$ cat src/rtl/burst_trap_decoder_seq_if.sv
`default_nettype none
`timescale 1ns/1ps
// =============================================================================
// burst_trap_decoder_seq_if : codeword-in / message-out handshake bundle
// Rev 1.0
// =============================================================================
interface burst_trap_decoder_seq_if;
  logic [0:30] cw_in;
  logic        cw_valid;
  logic        cw_ready;
  logic [0:15] msg_out;
  logic        msg_valid;
  logic        msg_ready;
  logic        corrected;
  logic        uncorrectable;

  modport master (
    output cw_in, cw_valid, msg_ready,
    input  cw_ready, msg_out, msg_valid, corrected, uncorrectable
  );

  modport slave (
    input  cw_in, cw_valid, msg_ready,
    output cw_ready, msg_out, msg_valid, corrected, uncorrectable
  );
endinterface
`default_nettype wire

$ cat src/rtl/burst_trap_decoder_seq.sv
`default_nettype none
`timescale 1ns/1ps
// =============================================================================
// burst_trap_decoder_seq : serial error-trapping decoder, cyclic (31,16) burst code
// Rev 1.0
// =============================================================================
module burst_trap_decoder_seq #(
  parameter int          N      = 31,
  parameter int          K      = 16,
  parameter int          B      = 7,
  parameter logic [14:0] G_POLY = 15'h0FAF
) (
  input  logic                     clk,
  input  logic                     rst,
  burst_trap_decoder_seq_if.slave  bus
);

  localparam int P = N - K;

  localparam logic [2:0] S_IDLE = 3'd0;
  localparam logic [2:0] S_SYND = 3'd1;
  localparam logic [2:0] S_TRAP = 3'd2;
  localparam logic [2:0] S_FIX  = 3'd3;
  localparam logic [2:0] S_OUT  = 3'd4;

  localparam logic [4:0] LAST = 5'(N - 1);

  logic [2:0]   state_q,   state_d;
  logic [N-1:0] buf_q,     buf_d;     // bit position == polynomial exponent
  logic [P-1:0] syn_q,     syn_d;
  logic [4:0]   cnt_q,     cnt_d;
  logic [B-1:0] pat_q,     pat_d;
  logic         trapped_q, trapped_d;
  logic [K-1:0] msg_q,     msg_d;
  logic         valid_q,   valid_d;
  logic         corr_q,    corr_d;
  logic         unc_q,     unc_d;

  logic [4:0]     bit_idx;
  logic [4:0]     shift_j;
  logic [2*N-1:0] rot_w;
  logic [N-1:0]   mask_w;
  logic [N-1:0]   fixed_w;

  assign bit_idx = LAST - cnt_q;
  assign shift_j = (cnt_q == 5'd0) ? 5'd0 : 5'(N) - cnt_q;

  // Cyclic rotation of the trapped pattern by j, wrapping exponents mod N
  assign rot_w   = {{(2*N-B){1'b0}}, pat_q} << shift_j;
  assign mask_w  = rot_w[N-1:0] | rot_w[2*N-1:N];
  assign fixed_w = trapped_q ? (buf_q ^ mask_w) : buf_q;

  always_comb begin
    state_d   = state_q;
    buf_d     = buf_q;
    syn_d     = syn_q;
    cnt_d     = cnt_q;
    pat_d     = pat_q;
    trapped_d = trapped_q;
    msg_d     = msg_q;
    valid_d   = valid_q;
    corr_d    = corr_q;
    unc_d     = unc_q;
    case (state_q)
      S_IDLE: begin
        if (bus.cw_valid) begin
          buf_d     = bus.cw_in;
          syn_d     = '0;
          cnt_d     = '0;
          pat_d     = '0;
          trapped_d = 1'b0;
          state_d   = S_SYND;
        end
      end
      S_SYND: begin
        syn_d = {syn_q[P-2:0], buf_q[bit_idx]} ^ (syn_q[P-1] ? G_POLY : '0);
        if (cnt_q == LAST) begin
          cnt_d   = '0;
          state_d = S_TRAP;
        end else begin
          cnt_d = cnt_q + 5'd1;
        end
      end
      S_TRAP: begin
        if (syn_q[P-1:B] == '0) begin
          pat_d     = syn_q[B-1:0];
          trapped_d = 1'b1;
          state_d   = S_FIX;
        end else if (cnt_q == LAST) begin
          trapped_d = 1'b0;
          state_d   = S_FIX;
        end else begin
          syn_d = {syn_q[P-2:0], 1'b0} ^ (syn_q[P-1] ? G_POLY : '0);
          cnt_d = cnt_q + 5'd1;
        end
      end
      S_FIX: begin
        msg_d   = fixed_w[N-1:N-K];
        corr_d  = trapped_q & (|pat_q);
        unc_d   = ~trapped_q;
        valid_d = 1'b1;
        state_d = S_OUT;
      end
      S_OUT: begin
        if (bus.msg_ready) begin
          valid_d = 1'b0;
          state_d = S_IDLE;
        end
      end
      default: state_d = S_IDLE;
    endcase
  end

  always_ff @(posedge clk) begin
    if (rst) begin
      state_q   <= S_IDLE;
      buf_q     <= '0;
      syn_q     <= '0;
      cnt_q     <= '0;
      pat_q     <= '0;
      trapped_q <= 1'b0;
      msg_q     <= '0;
      valid_q   <= 1'b0;
      corr_q    <= 1'b0;
      unc_q     <= 1'b0;
    end else begin
      state_q   <= state_d;
      buf_q     <= buf_d;
      syn_q     <= syn_d;
      cnt_q     <= cnt_d;
      pat_q     <= pat_d;
      trapped_q <= trapped_d;
      msg_q     <= msg_d;
      valid_q   <= valid_d;
      corr_q    <= corr_d;
      unc_q     <= unc_d;
    end
  end

  assign bus.cw_ready      = (state_q == S_IDLE);
  assign bus.msg_out       = msg_q;
  assign bus.msg_valid     = valid_q;
  assign bus.corrected     = corr_q;
  assign bus.uncorrectable = unc_q;

endmodule
`default_nettype wire
$ cat src/flat_wrapper.sv
// flat-port wrapper written by rule: the top's interface ports become plain ports
module burst_trap_decoder_seq_flat 
#(
  parameter int          N      = 31,
  parameter int          K      = 16,
  parameter int          B      = 7,
  parameter logic [14:0] G_POLY = 15'h0FAF
)
  (clk, rst, bus_cw_in, bus_cw_valid, bus_msg_ready, bus_cw_ready, bus_msg_out, bus_msg_valid, bus_corrected, bus_uncorrectable);
  burst_trap_decoder_seq_if bus_i ();
  input  logic clk;
  input  logic rst;
  input wire logic [$bits(bus_i.cw_in)-1:0] bus_cw_in;
  input wire logic [$bits(bus_i.cw_valid)-1:0] bus_cw_valid;
  input wire logic [$bits(bus_i.msg_ready)-1:0] bus_msg_ready;
  output wire logic [$bits(bus_i.cw_ready)-1:0] bus_cw_ready;
  output wire logic [$bits(bus_i.msg_out)-1:0] bus_msg_out;
  output wire logic [$bits(bus_i.msg_valid)-1:0] bus_msg_valid;
  output wire logic [$bits(bus_i.corrected)-1:0] bus_corrected;
  output wire logic [$bits(bus_i.uncorrectable)-1:0] bus_uncorrectable;
  assign bus_i.cw_in = bus_cw_in;
  assign bus_i.cw_valid = bus_cw_valid;
  assign bus_i.msg_ready = bus_msg_ready;
  assign bus_cw_ready = bus_i.cw_ready;
  assign bus_msg_out = bus_i.msg_out;
  assign bus_msg_valid = bus_i.msg_valid;
  assign bus_corrected = bus_i.corrected;
  assign bus_uncorrectable = bus_i.uncorrectable;
  burst_trap_decoder_seq #(.N(N), .K(K), .B(B), .G_POLY(G_POLY)) u_core (.clk(clk), .rst(rst), .bus(bus_i));
endmodule
$ cat config.mk
export PLATFORM = sky130hd
export DESIGN_NAME = burst_trap_decoder_seq_flat
export DESIGN_NICKNAME = d
export VERILOG_FILES = /design/src/rtl/burst_trap_decoder_seq_if.sv /design/src/rtl/burst_trap_decoder_seq.sv /design/src/flat_wrapper.sv
export SDC_FILE = /design/constraint.sdc
export NUM_CORES = 1
export LEC_CHECK = 0
export BUFFER_PORTS_ARGS = -buffer_cell sky130_fd_sc_hd__buf_2
export CORE_MARGIN = 4
export CORE_UTILIZATION = 60
export DETAILED_ROUTE_END_ITERATION = 8
export HOLD_SLACK_MARGIN = 0.05
export PLACE_DENSITY = 0.82
export SETUP_SLACK_MARGIN = 0.02
export SLEW_MARGIN = 20
export SYNTH_ARGS = -nofsm -noshare
export SYNTH_HDL_FRONTEND = slang
export SYNTH_SLANG_ARGS = --single-unit
$ cat constraint.sdc
create_clock -name clk -period 8.3 [get_ports clk]
set_input_delay 1.245 -clock clk [delete_from_list [all_inputs] [get_ports clk]]
set_output_delay 1.245 -clock clk [all_outputs]
set_load 0.05 [all_outputs]
# After elaboration in Yosys (flattened, before gate mapping)
# Index checks and enable logic that the tools add are counted.
word_totals:
  reg_bits: 81
  in_bits: 35
  elab_cells: 75
op_classes:
  addsub: 3
  n_lt_le_gt_ge: 1
  n_eq_ne: 12
  shifts: 1
  muxes: 29
  n_bitwise: 6
  reduce_logical: 13
ops:
  columns: ["op", "count"]
  rows:
  - ["<< shifter 7 x 5 -> 62 bit", 1]
  - ["two-way mux 15 bit", 3]
  - ["one-hot mux 15 bit (3 select lines)", 1]
  - ["two-way mux 31 bit", 1]
  - ["bitwise OR 31 bit", 1]
  - ["XOR 31 bit", 1]
  - ["XOR 15 bit", 2]
  - ["two-way mux 5 bit", 5]
  - ["two-way mux 3 bit", 5]
  - ["one-hot mux 3 bit (5 select lines)", 1]
  - ["one-hot mux 5 bit (3 select lines)", 1]
  - ["two-way mux 7 bit", 2]
  - ["one-hot mux 7 bit (2 select lines)", 1]
  - ["two-way mux 12 bit", 1]
  - ["subtractor 5 bit, first input constant", 2]
  - ["logical NOT 8 bit", 1]
  - ["!= test 2 bit, second input constant", 4]
  - ["AND reduction 4 bit", 2]
  - ["OR reduction 7 bit", 1]
  - ["== test 3 x 2 -> 1 bit, second input constant", 2]
  - ["less-than comparator 5 x 6 -> 1 bit, second input constant", 1]
  - ["AND reduction 3 bit", 2]
  - ["adder 5 x 1 -> 5 bit, second input constant", 1]
  - ["binary-select mux 1 bit (select 5 bit)", 1]
  - ["other kinds (14)", 22]

# Depth between registers and ports, before layout
# Gate-level depths: netlist of the first run.
depth:
  ltp_word: 6
  ltp_mapped: 12

# Worst setup path before layout of the first run
# Ideal clock, no wire load.
synth_timing:
  path_type: "register -> output"
  from: "register u_core.state_q[0]"
  to: "output bus_cw_ready"
  arrival_ns: 1.722
  required_ns: 7.055
  slack_ns: 5.333
  stages_incl_launch_ff: 3
  path_buffers: 1
  path_cell_list: "dfxtp_1 clkbuf_1 nor3_1"
synth_via:
  elab_chain_len: 1
synth_lines:
  columns: ["item", "line_no", "source"]
  rows:
  - ["start, declared", "burst_trap_decoder_seq.sv:28", "logic [2:0] state_q, state_d;"]
  - ["start signal, assigned", "burst_trap_decoder_seq.sv:127", "state_q <= state_d;"]
  - ["logical NOT 3 bit", "burst_trap_decoder_seq.sv:140", "assign bus.cw_ready = (state_q == S_IDLE);"]
  - ["end, declared", "flat_wrapper.sv:16", "output wire logic [$bits(bus_i.cw_ready)-1:0] bus_cw_ready;"]
# No other way between the ends.

# Worst setup path in the final report of the first run
layout_timing:
  from: "register u_core.cnt_q[0]"
  to: "register u_core.msg_q[4] (netlist: u_core.bus.msg_out[11])"
layout_via:
  elab_chain_len: 6
layout_lines:
  columns: ["item", "line_no", "source"]
  rows:
  - ["start, declared", "burst_trap_decoder_seq.sv:31", "logic [4:0] cnt_q, cnt_d;"]
  - ["start signal, assigned", "burst_trap_decoder_seq.sv:130", "cnt_q <= cnt_d;"]
  - ["subtractor 5 bit / logical NOT 5 bit (equally long branches)", "burst_trap_decoder_seq.sv:46", "assign shift_j = (cnt_q == 5'd0) ? 5'd0 : 5'(N) - cnt_q;"]
  - ["two-way mux 5 bit (*)", "burst_trap_decoder_seq.sv:46", null]
  - ["<< shifter 7 x 5 -> 62 bit (*)", "burst_trap_decoder_seq.sv:49", "assign rot_w = {{(2*N-B){1'b0}}, pat_q} << shift_j;"]
  - ["bitwise OR 31 bit (*)", "burst_trap_decoder_seq.sv:50", "assign mask_w = rot_w[N-1:0] | rot_w[2*N-1:N];"]
  - ["XOR 31 bit (*)", "burst_trap_decoder_seq.sv:51", "assign fixed_w = trapped_q ? (buf_q ^ mask_w) : buf_q;"]
  - ["two-way mux 31 bit (*)", "burst_trap_decoder_seq.sv:51", null]
  - ["end signal, assigned", "burst_trap_decoder_seq.sv:133", "msg_q <= msg_d;"]
  - ["end, declared", "burst_trap_decoder_seq.sv:34", "logic [K-1:0] msg_q, msg_d;"]
# Mark *: on every way between the ends. The rest lies on a longest branch, timed or not.
# A chain may end at the register's enable or synchronous reset.

==> results of run 1 <==
synth_stat cells, drive strengths merged (2+ instances only):
cell type / instances / area share [%]
a311oi: 2 / 0.40
or3: 4 / 0.58
o31ai: 3 / 0.52
and3: 5 / 0.72
nor4: 3 / 0.43
nor3: 16 / 2.0
nor2b: 8 / 1.3
o22ai: 3 / 0.43
nor4b: 2 / 0.90
or2: 3 / 0.43
nand3: 29 / 3.4
nor2: 48 / 4.2
xnor2: 23 / 4.7
inv: 3 / 0.26
o21ai: 12 / 1.4
mux4: 8 / 4.2
mux2i: 6 / 1.7
nand2: 102 / 8.8
and2: 2 / 0.29
a211oi: 19 / 3.4
nor3b: 3 / 0.52
a32o: 2 / 0.46
xor2: 9 / 1.8
dfxtp: 81 / 37
nand2b: 3 / 0.43
nand4: 4 / 0.58
ha: 4 / 1.2
mux2: 5 / 1.3
nand3b: 5 / 0.87
a21oi: 71 / 8.2
a21o: 3 / 0.52
a21boi: 2 / 0.35
buf: 16 / 1.8
clkbuf: 27 / 2.3
cells in the final DEF (no fill, tap or decap), types with 4 or more instances in the layout:
cell | Yosys | routed
nand2_1 | 102 | 101
dfxtp_1 | 81 | 80
a21oi_1 | 71 | 71
buf_2 | 11 | 54
nor2_1 | 47 | 47
nand3_1 | 29 | 29
xnor2_1 | 23 | 23
a211oi_1 | 18 | 18
nor3_1 | 15 | 15
clkbuf_8 | 0 | 10
o21ai_0 | 9 | 9
xor2_1 | 9 | 9
mux4_2 | 8 | 8
nor2b_1 | 7 | 7
and3_1 | 5 | 5
mux2i_1 | 5 | 5
mux2_2 | 5 | 5
nand3b_1 | 5 | 5
nand4_1 | 4 | 4
or3_1 | 4 | 4
ha_1 | 4 | 4
worst min-delay path by stage:
stage                               from                   end  cells past startpoint
floorplan                u_core.buf_q[0]       u_core.buf_q[0]                      2
global placement         u_core.buf_q[2]       u_core.buf_q[2]                      2
detailed placement  u_core.bus.corrected  u_core.bus.corrected                      2
CTS                 u_core.bus.corrected  u_core.bus.corrected                      2
global route             u_core.buf_q[2]       u_core.buf_q[2]                      2
finish              u_core.bus.corrected  u_core.bus.corrected                      2
state kept, by name, summed over array words and instances, names as in the netlist:
signal	flops
u_core.state_q	3
u_core.trapped_q	1
u_core.bus.uncorrectable	1
u_core.cnt_q	5
u_core.pat_q	7
u_core.bus.msg_valid	1
u_core.bus.corrected	1
u_core.bus.msg_out	16
u_core.syn_q	15
u_core.buf_q	31
metrics by stage:
| stage | hold WS (ps) | utilization [%] | instances | instance area (µm²) | setup slack, ps |
|---|---|---|---|---|---|
| floorplan | 433 | - | 547 | 4330 | 5330 |
| global placement | 440 | 65.9 | 655 | 4550 | 4930 |
| detailed placement | 446 | 65.9 | 655 | 4550 | 4820 |
| CTS | 458 | 69.1 | 671 | 4780 | 4800 |
| global route | 479 | 69.2 | 671 | 4780 | 5040 |
| finish | 454 | 69.2 | 671 | 4780 | 5260 |
cells by family after synthesis:
group	count (synthesis)	synth area share (%)
xor+xnor	32	6.47
buf+inv	46	4.39
fa+ha+maj	4	1.16
flops	81	37.5
simple gates	238	25.8
mux	19	7.14
compound gates	127	17.6
critical path, delay by kind of cell (launching register included):
kind / cells / cell delay, ps
DFF: 1 / 710
muxes: 1 / 600
and+or+nand+nor: 3 / 490
AOI/OAI and AO/OA: 2 / 330
adders and majority gates: 1 / 310
buffers and inverters: 1 / 290
xor gates and xnor gates: 1 / 170
power breakdown:
group	internal [mW]	switching [mW]	leakage, nW
registers	0.400	0.0176	0.658
clock network	0.179	0.149	0.113
logic	0.0424	0.0654	0.936
area by class of cell:
cell class              count  area [µm²]  share of cell area, %
clock buffers              10         138                   2.88
flip-flops and latches     81        1620                   33.9
well taps                  96         120                   2.51
repair buffers             55         278                   5.81
clock inverters             6        90.1                   1.88
multi-input cells         420        2520                   52.7
inverters                   3        11.3                  0.236
metal layers:
layer | part of all wire, % | up-vias | wire length, µm
li1 | - | 1954 | -
met1 | 46 | 1872 | 4880
met2 | 46 | 127 | 4900
met3 | 5.9 | 29 | 627
met4 | 1.9 | 0 | 205
met5 | 0 | - | 0
==> results by group, run 1 <==
Clock tree
  – TritonCTS Sinks: 81
  – Clk pin slew, worst setup/hold paths: 80 ps
  – Num CTS Buffers: 9
  – Worst skew pair latency: 350 ps
  – CTS Root Cell: clkbuf_8
  – # hold bufs at CTS: 0
  – Post-CTS Setup Inserts: 0
  – Maximum clock path buffer count: 2
  – CTS tree: yes
  – CTS H-tree depth: 3
  – Post-cts sizing count: 0

Final layout
  – Nets: 609
  – Fillers: 601
  – Area Overhead vs Synth: 10.4%
  – # diodes: 0
  – Share of cells above drive strength 1: 17.2%

Die
  – Die height: 92.9 µm
  – Row count: 30
  – Core area: 6910 µm²
  – # IOs: 55
  – Die width: 92.9 µm
  – Die Area: 8640 µm²
  – Initial Util: 62.7%

Routing
  – Routed vias/inst: 5.93
  – Final antenna-violating net count: 0
  – Pre-antenna DRT Iters: 4
  – Via count: 3,982
  – DRC violations left: 0
  – Starting DRT DRC Count: 305
  – Drt total wl: 10,600 µm
  – WL/cell: 15.8 µm

STA
  – Relative slew slack: 38.5%
  – Worst-Margin Slew: 921 ps
  – Fin. Hold Viols: 0
  – RSZ-0062 raised after global routing: false
  – Final slew viol count: 0
  – Fin crit period: 3040 ps
  – Worst Skew: 6.71 ps
  – Fin Setup TNS: 0 ps
  – Peak Freq: 0.329 GHz
  – Fin crit share: 36.6%
  – Count of final setup violators: 0

Power and ir drop
  – Pwr dens: 179 nW/µm²
  – Worst vdd ir: 0.104 mV
  – Pwr Total: 0.853 mW
  – Leakage power: 1.71 nW

Flow run
  – Max-cap violations: 0

Critical path
  – R2R depth: 9
  – CP max-delay cell: dfxtp_2
  – CP max stage delay: 710 ps
  – Required @ worst endpoint: 8500 ps
  – Worst-path maximum fanout: 24
  – Setup crit start kind: flop
  – CP Capture Type: flop
  – Crit-path cells: inv_1 -> ha_1 -> nor4b_4 -> nor2_2 -> mux4_2 -> a32o_1 -> nand2_1 -> xor2_1 -> a211oi_1
  – Critical Path AT: 3240 ps
  – Critical path type: reg -> reg
  – Reg2Reg Capture Point: u_core.bus.msg_out[11]
  – Reg2Reg Setup Slack: 5260 ps
  – Worst Setup EP: u_core.bus.msg_out[11]
  – R2r startpoint: u_core.cnt_q[0]
  – Crit path launch: u_core.cnt_q[0]

GRT
  – GRT Util Overall: 25.3%
  – Largest net degree at the start of global routing: 80
  – First-pass GRT wire length: 17,600 µm
  – Initial antenna violation count: 0
  – Met2 Use GR: 40.0%
  – GRT busiest layer: met2
  – Grt met3 use: 6.34%
  – Number of global-route vias before repair: 3,638
  – Met1 GRT Util: 34.0%
  – GRT overflow: 0

Synthesis
  – Post-synth EDFFs: 0
  – Synth unique cells: 54
  – #FFs+latches synth: 81
  – Mapped Avg Cell Area: 7.91 µm²
  – Synth Cell Area: 4330 µm²
  – Total of warnings raised by yosys: 0
  – Synth Net Count: 586
  – Post-synthesis sequential area ratio: 37.5%
  – Synth Instances: 547
  – Main flop type after synthesis: dfxtp_1
  – Asr flop ratio synth: 0%

Hold path
  – Worst hold path class: reg -> reg

Placement
  – Port bufs: 54
  – Hpwl dp: 7480 µm
  – Final weighted congestion in routability-driven placement: 0.946

Outcome
  – Status: completed
No activity file was read; power rests on OpenSTA's default activity.
==> run 2: changes to the inputs <==
--- a/config.mk
+++ b/config.mk
@@ -7,10 +7,10 @@
 export LEC_CHECK = 0
 export BUFFER_PORTS_ARGS = -buffer_cell sky130_fd_sc_hd__buf_2
 export CORE_MARGIN = 4
-export CORE_UTILIZATION = 60
+export CORE_UTILIZATION = 52
 export DETAILED_ROUTE_END_ITERATION = 8
 export HOLD_SLACK_MARGIN = 0.05
-export PLACE_DENSITY = 0.82
+export PLACE_DENSITY = 0.76
 export SETUP_SLACK_MARGIN = 0.02
 export SLEW_MARGIN = 20
 export SYNTH_ARGS = -nofsm -noshare
==> constraint.sdc (replaced) <==
create_clock -name clk -period 2.45 [get_ports clk]
set_input_delay 0.3675 -clock clk [delete_from_list [all_inputs] [get_ports clk]]
set_output_delay 0.3675 -clock clk [all_outputs]
set_load 0.05 [all_outputs]
==> results by group, run 2 (synthesis results as in run 1) <==
Die
  – Core area: 8180 µm²
  – Die height: 99.2 µm
  – # IOs: 55
  – Initial Util: 53.0%
  – Row count: 33
  – Die Area: 9850 µm²
  – Die width: 99.2 µm

STA
  – Relative slew slack: 60.1%
  – Fin crit period: 2330 ps
  – Fin Setup TNS: 0 ps
  – RSZ-0062 raised after global routing: true
  – Worst-Margin Slew: 596 ps
  – Fin crit share: 95.0%
  – Fin. Hold Viols: 0
  – Worst Skew: 13.0 ps
  – Final slew viol count: 0
  – Count of final setup violators: 0
  – Peak Freq: 0.430 GHz

Final layout
  – Max reg flops: 31
  – Fillers: 737
  – Post-layout util: 61.9%
  – Area Overhead vs Synth: 16.8%
  – # diodes: 0
  – Most common cell after layout, fill and taps aside: nand2_1
  – Nets: 639
  – Share of cells above drive strength 1: 22.3%
  – Post-layout instance area: 5060 µm²
  – Most frequent cells in the layout: nand2_1, dfxtp_1, a21oi_1
  – Largest register by flop count: u_core.buf_q

Placement
  – Port bufs: 54
  – Final weighted congestion in routability-driven placement: 0.994
  – Hpwl dp: 8050 µm
  – Post-DP Area: 4810 µm²

GRT
  – Largest net degree at the start of global routing: 40
  – Initial antenna violation count: 0
  – Number of global-route vias before repair: 3,744
  – First-pass GRT wire length: 18,300 µm
  – GRT overflow: 0
  – GRT Util Overall: 22.9%

Power and ir drop
  – Leakage power: 1.86 nW
  – Pwr dens: 578 nW/µm²
  – Worst vdd ir: 0.331 mV

Critical path
  – CP Capture Type: flop
  – Required @ worst endpoint: 2710 ps
  – Critical Path AT: 2590 ps
  – Worst-path maximum fanout: 7
  – Setup crit start kind: flop
  – R2R depth: 10
  – Reg2Reg Setup Slack: 120 ps
  – Critical path type: reg -> reg

Routing
  – Drt total wl: 11,000 µm
  – WL/cell: 15.5 µm
  – DRC violations left: 0
  – Via count: 4,057
  – Routed vias/inst: 5.71
  – Starting DRT DRC Count: 198
  – Final antenna-violating net count: 0
  – Pre-antenna DRT Iters: 5

Outcome
  – Status: completed

Clock tree
  – Maximum clock path buffer count: 2
  – Clk pin slew, worst setup/hold paths: 90 ps
  – CTS Root Cell: clkbuf_8
  – Num CTS Buffers: 9
  – CTS H-tree depth: 3
  – TritonCTS Sinks: 81
  – Worst skew pair latency: 350 ps
  – CTS tree: yes

Flow run
  – Max-cap violations: 0

Hold path
  – Hold Crit Depth: 3
  – Worst hold path class: in -> reg
[run 2: changes by cell type in the layout (fill, tap and decap cells not counted), moves of 2 or more]
cell      before  now
a21oi_1       71   69
a21oi_2        0    2
buf_4          1   30
clkbuf_1       0    2
inv_1          3    1
[run 2: metrics by stage]
stage	power [mW]	hold slack (ps)	cells	setup WS, ps
finish	2.92	240	710	124
global route	3.05	227	710	1.31
CTS	2.93	229	710	133
detailed placement	1.85	450	694	148
global placement	1.84	439	694	176
floorplan	1.72	433	547	24.7
[run 2: final cells by class]
| cell class | count | area [µm²] | area share (%) |
|---|---|---|---|
| clock inverters | 4 | 76.3 | 1.51 |
| well taps | 105 | 131 | 2.60 |
| multi-input cells | 420 | 2550 | 50.4 |
| repair buffers | 85 | 515 | 10.2 |
| flip-flops and latches | 81 | 1620 | 32.1 |
| clock buffers | 12 | 145 | 2.87 |
| inverters | 3 | 13.8 | 0.272 |
[run 2: repair_timing]
action                                  in CTS  in global routing
gates resized for setup                      0                  5
setup buffers                                0                  0
endpoints found under the setup margin       0                  5
hold buffers                                 0                  0
endpoints found under the hold margin        0                  0
[run 2: power breakdown]
part,internal [mW],switching [mW],total (mW),leakage [nW]
sequential,1.36,0.0417,1.40,0.659
combinational,0.182,0.252,0.435,1.10
clock,0.605,0.486,1.09,0.107
[run 2: path summary, 6_finish.rpt]
kind                                            from                     end
worst max register to register       u_core.cnt_q[1]  u_core.bus.msg_out[13]
worst min-delay path                    bus_cw_in[0]         u_core.buf_q[0]
worst max-delay path                 u_core.cnt_q[1]  u_core.bus.msg_out[13]
worst min register to register  u_core.bus.corrected    u_core.bus.corrected
[run 2: metal layers]
metal	vias up	routed length (µm)	GRT usage, %
met3	9	732	4.42
met5	-	0	0
li1	2027	-	-
met4	0	108	6.72
met1	1879	5020	31.8
met2	142	5140	36.5
[run 2: critical path, stage by stage, from the launching register on]
cell     delay, ps
dfxtp_2        340
inv_4           80
ha_2           200
or4b_4         520
buf_4          190
a21oi_1        170
a21oi_2         80
a32oi_2        210
o22ai_1        130
xnor2_1        140
o31ai_1        190
==> run 3: changes to the inputs <==
==> constraint.sdc (replaced) <==
create_clock -name clk -period 2.45 [get_ports clk]
set_input_delay 0.3675 -clock clk [delete_from_list [all_inputs] [get_ports clk]]
set_output_delay 0.3675 -clock clk [all_outputs]
set_load 0.01 [all_outputs]
==> results by group, run 3 (synthesis results as in run 1) <==
Routing
  – Starting DRT DRC Count: 217
  – DRC violations left: 0
  – Routed vias/inst: 5.72
  – WL/cell: 15.4 µm
  – Pre-antenna DRT Iters: 5
  – Via count: 4,045
  – Drt total wl: 10,900 µm
  – Final antenna-violating net count: 0

Final layout
  – Post-layout util: 61.0%
  – Largest register by flop count: u_core.buf_q
  – Max reg flops: 31
  – Share of cells above drive strength 1: 21.4%
  – Area Overhead vs Synth: 15.1%
  – Post-layout instance area: 4980 µm²
  – Most frequent cells in the layout: nand2_1, dfxtp_1, a21oi_1
  – # diodes: 0
  – Most common cell after layout, fill and taps aside: nand2_1
  – Nets: 636

Critical path
  – Critical Path AT: 2570 ps
  – CP Capture Type: flop
  – Critical path type: reg -> reg
  – Required @ worst endpoint: 2730 ps
  – Setup crit start kind: flop
  – Worst-path maximum fanout: 7

STA
  – Worst Skew: 14.6 ps
  – Final slew viol count: 0
  – Fin crit period: 2290 ps
  – Final Hold Slack: 233 ps
  – Fin. Hold Viols: 0
  – Count of final setup violators: 0
  – Relative slew slack: 61.3%
  – Fin crit share: 93.4%
  – Worst-Margin Slew: 578 ps
  – Peak Freq: 0.437 GHz
  – RSZ-0062 raised after global routing: true
  – Fin Setup TNS: 0 ps

Outcome
  – Status: completed

Clock tree
  – Num CTS Buffers: 9
  – CTS Root Cell: clkbuf_8
  – CTS tree: yes
  – TritonCTS Sinks: 81
  – CTS H-tree depth: 3
  – Maximum clock path buffer count: 2
  – Worst skew pair latency: 360 ps
  – Clk pin slew, worst setup/hold paths: 100 ps

Power and ir drop
  – Pwr Total: 2.74 mW
  – Pwr dens: 550 nW/µm²
  – Leakage power: 1.82 nW
  – Worst vdd ir: 0.448 mV

Placement
  – Post-DP Area: 4760 µm²
  – Final weighted congestion in routability-driven placement: 1.00
  – Hpwl dp: 7830 µm
  – Port bufs: 54

GRT
  – GRT Util Overall: 22.6%
  – First-pass GRT wire length: 18,100 µm
  – GRT overflow: 0
  – Number of global-route vias before repair: 3,769
  – Initial antenna violation count: 0
  – Largest net degree at the start of global routing: 40

Die
  – Die height: 99.2 µm
  – Die Area: 9850 µm²
  – Initial Util: 53.0%
  – Die width: 99.2 µm
  – # IOs: 55
  – Row count: 33
  – Core area: 8180 µm²

Hold path
  – Worst hold path class: in -> reg

Flow run
  – Max-cap violations: 0
[run 3: cell types whose count changed in the layout (fill, tap and decap cells not counted), moves of 2 or more]
| cell | before | now |
|---|---|---|
| buf_4 | 30 | 25 |
| a21oi_2 | 2 | 0 |
| a21oi_1 | 69 | 71 |
| clkinvlp_4 | 1 | 3 |
| bufinv_16 | 2 | 0 |
[run 3: cell type report]
cell class	instances	area, µm²
clock inverter	6	51.3
fill	766	3190
tap	105	131
clock buffer	10	128
sequential	81	1620
timing repair buffer	81	489
multi-input combinational	421	2550
inverter	3	13.8
[run 3: repair_timing]
action	CTS	global route
setup buffers	0	2
hold buffers	0	0
resized for setup	0	4
setup endpoints to repair	0	10
[run 3: final timing paths]
kind              startpoint  depth (start not counted)  slack (ps)                     to
max          u_core.cnt_q[1]                         10         160  u_core.bus.msg_out[9]
max reg2reg  u_core.cnt_q[1]                         10         160  u_core.bus.msg_out[9]
min reg2reg  u_core.buf_q[6]                          2         460        u_core.buf_q[6]
min            bus_cw_in[18]                          3         230       u_core.buf_q[18]
[run 3: worst max-delay path, stage by stage, from the launching register on]
cell	delay (ps)
dfxtp_2	340
inv_4	80
ha_2	210
or4b_4	510
buf_4	170
nand3_1	100
a211oi_1	100
a211oi_1	250
nor2_1	90
xnor2_1	120
a211oi_1	240
[run 3: layer usage]
| layer | GRT usage, % | part of all wire (%) |
|---|---|---|
| met4 | 8.19 | 1.8 |
| met1 | 31.0 | 45 |
| met5 | 0 | 0 |
| met2 | 35.1 | 46 |
| met3 | 4.77 | 6.6 |
[run 3: power breakdown]
group / switching, mW / total, mW / internal [mW]
sequential: 0.0404 / 1.40 / 1.36
clock: 0.537 / 0.918 / 0.381
combinational: 0.247 / 0.431 / 0.183
total: 0.825 / 2.74 / 1.92
[run 3: per-stage QoR]
stage / std cells / setup WS [ps]
finish: 707 / 161
global route: 707 / 16.2
CTS: 704 / 115
detailed placement: 688 / 137
global placement: 688 / 199
floorplan: 547 / 24.7
